## src/rtl/misr_reg.sv

```systemverilog
// Single-input MISR: Galois-style shift with POLY feedback, data bit folded into bit 0.
// Latency 1; load has priority over shift; no backpressure.
module misr_reg #(
   parameter int               SIG_W = 16,
   parameter logic [SIG_W-1:0] POLY  = '0
) (
   input  logic             clk,
   input  logic             rst,
   input  logic             load,
   input  logic [SIG_W-1:0] seed,
   input  logic             shift_en,
   input  logic             din,
   output logic [SIG_W-1:0] sig
);

   logic [SIG_W-1:0] sig_q;
   logic [SIG_W-1:0] sig_d;

   always_comb begin
      sig_d = sig_q;
      if (load) begin
         sig_d = seed;
      end else if (shift_en) begin
         sig_d = {sig_q[SIG_W-2:0], 1'b0}
               ^ (sig_q[SIG_W-1] ? POLY : '0)
               ^ {{(SIG_W-1){1'b0}}, din};
      end
   end

   always_ff @(posedge clk) begin
      if (rst) begin
         sig_q <= '0;
      end else begin
         sig_q <= sig_d;
      end
   end

   assign sig = sig_q;

endmodule

```

## config.mk

```make
export PLATFORM = sky130hd
export DESIGN_NAME = misr_reg
export DESIGN_NICKNAME = d
export VERILOG_FILES = /design/src/rtl/misr_reg.sv
export SDC_FILE = /design/constraint.sdc
export NUM_CORES = 1
export LEC_CHECK = 0
export CORE_MARGIN = 5
export CORE_UTILIZATION = 36
export CTS_CLUSTER_SIZE = 14
export DETAILED_ROUTE_END_ITERATION = 7
export PLACE_DENSITY = 0.84
export SETUP_SLACK_MARGIN = 0.2
export SLEW_MARGIN = 30
export SYNTH_ARGS = -nofsm -noshare
export SYNTH_HDL_FRONTEND = slang
export SYNTH_SLANG_ARGS = --single-unit
```

## constraint.sdc

```tcl
create_clock -name clk -period 0.85 [get_ports clk]
set_input_delay 0.17 -clock clk [delete_from_list [all_inputs] [get_ports clk]]
set_output_delay 0.17 -clock clk [all_outputs]
set_load 0.01 [all_outputs]
```

==> impl_metrics.toml <==
[timing]
grt_setup_unrepaired = "true"
maxSlewViolCount = 0
max_freq_mhz = 1100
skew_ns = 0.00318
setup_violations = 16
fin_crit_sh = 1.07
slew_headroom = 0.873
fin_crit_ns = 0.908
tns_ns = -0.705
hold_viol_final = 0
fin_ws_ns = -0.0577
worst_pin_slew_ns = 0.185

[power]
ir_drop_uv = 997
power_leakage_nw = 0.631
power_mw = 1.89
powerDensity_nw_per_um2 = 1240

[synthesis]
ys_ff_latch = 16
syn_area_per_cell_um2 = 11.3
synth.cell_area_um2 = 806
syn_nets = 92
yosysSeqAreaShare = 0.398
synthDistinctLibCells = 12
syn_inst = 71
yosys_warnings = 0

[run_status]
violations = "negative setup slack"
status = "finished with violations"

[critical_path]
crit_fanout = 2
cpMaxStageDelayCell = "dfxtp_2"
critPathBufInv = 1
path_class = "reg2out"
start_kind = "flop"
slowest_delay_ns = 0.36
critical_path_required_ns = 0.68
cp-end-kind = "output pin"
cp_top_family = "flip-flops"
crit_chain = "buf_6"
cp_data_arrival_time_ns = 0.74

[drt]
routed_wl_um = 2170
ant_nets = 0
met3_length_um = 205
vias = 744
drt-pass1-iter-count = 2
drt-met1-wl_um = 934
wire_per_inst_um = 14.1
top_layer = "met3"
drc = 0
met2_length_um = 1030
drtIter0Drc = 3
routed_via_density = 4.83

[cells_and_area]
layout.nets = 149
antenna_cells = 0
final_cell_area_um2 = 1530
drive_gt1_frac = 0.595
fillers = 179
largest_reg_flops = 16
area_growth_pct = 89.6

[floorplan]
dieWidth_um = 57.3
die_h_um = 57.3
fp-row-count = 17
coreArea_um2 = 2170
start_util = 0.371
dieArea_um2 = 3280
ioPinCount = 37

[global_routing]
grt_max_degree = 17
grt_usage = 0.134
grt-ovfl-total = 0
grt_pass1_wl_um = 3530
grt_pass1_vias = 769
antenna_found_initial = 0

[cts]
cts_buffer_depth = 2
clkTransAtPathRegs_ns = 0.09
cts_buffers = 3
cts_sinks = 16
insertion_delay_ns = 0.27
cts-root-buf = "clkbuf_4"
tritoncts = "built"
cts_htree_levels = 1

[flow_run]
cap_violations = 0

[placement]
post-dp-hpwl_um = 1540
gp_congestion = 0.734
placedInstanceArea_um2 = 1350
port_buffers = 36
dp_slack_ns = -0.474

[worst_hold_path]
hp-class = "in2reg"
## per-stage QoR
stage | utilization | cells | hold slack, ns
2_1_floorplan | - | 71 | 0.353
3_3_place_gp | 0.620 | 149 | 0.541
4_1_cts | 0.676 | 153 | 0.483
6_report | 0.704 | 154 | 0.489
3_5_place_dp | 0.620 | 149 | 0.552
5_1_grt | 0.704 | 154 | 0.486
## final timing paths
check                  startpoint              endpoint  slack [ns]  cells past startpoint
max           sig[8]$_SDFFE_PP0P_                sig[8]       -0.06                      1
min                          load   sig[1]$_SDFFE_PP0P_        0.49                      4
max reg2reg  sig[13]$_SDFFE_PP0P_  sig[14]$_SDFFE_PP0P_        0.01                      3
min reg2reg   sig[1]$_SDFFE_PP0P_   sig[1]$_SDFFE_PP0P_        0.68                      3
## area by class of cell
class,instances,area [µm²],share of cell area
inverter,1,3.75,0.00246
tap,28,35.0,0.0229
timing repair buffer,58,649,0.425
clock buffer,3,22.5,0.0147
sequential,16,340,0.223
multi-input combinational,48,477,0.312
## cell usage in the layout (no fill, tap or decap)
| cell type | instances |
|---|---|
| a211oi_2 | 12 |
| mux2i_1 | 11 |
| bufbuf_16 | 1 |
| dlygate4sd2_1 | 1 |
| dfxtp_2 | 16 |
| clkdlybuf4s50_1 | 18 |
| a211oi_1 | 4 |
| mux2i_4 | 2 |
| mux2i_2 | 3 |
| buf_4 | 7 |
| buf_12 | 3 |
| clkdlybuf4s15_2 | 1 |
| clkbuf_4 | 3 |
| inv_1 | 1 |
| buf_6 | 27 |
| nor2b_1 | 16 |
## kinds of logic after synthesis
group	Yosys count	share of synthesized area
AO/OA/AOI/OAI	16	0.211
flip-flops	16	0.398
buffers and inverters	7	0.0683
multiplexers	16	0.199
AND/OR/NAND/NOR	16	0.124
## Yosys cell counts
cell      count  share of area
a211oi_1      6          0.056
a211oi_2     10           0.16
buf_1         1         0.0047
buf_12        1          0.025
buf_2         1         0.0062
buf_4         1         0.0093
buf_6         1          0.014
clkbuf_1      1         0.0047
dfxtp_1      16           0.40
inv_1         1         0.0047
mux2i_1      16           0.20
nor2b_1      16           0.12
## metal layers
layer | GRT usage | vias to the layer above
met5 | 0 | -
li1 | - | 370
met3 | 0.0475 | 0
met2 | 0.223 | 29
met4 | 0.0298 | 0
met1 | 0.166 | 345
## timing repair
action / 4_1_cts / 5_1_grt
resized for setup: 103 / 11
pin swaps: 8 / 8
hold buffers: 0 / 0
buffers inserted: 0 / 1
gates cloned: 1 / 0
setup endpoints to repair: 32 / 32
## power by group
group / switching, mW / internal (mW) / leakage (nW)
clock network: 0.214 / 0.164 / 0.0138
logic: 0.227 / 0.425 / 0.480
registers: 0.0466 / 0.818 / 0.138
Power figures use the tool's default switching activity.
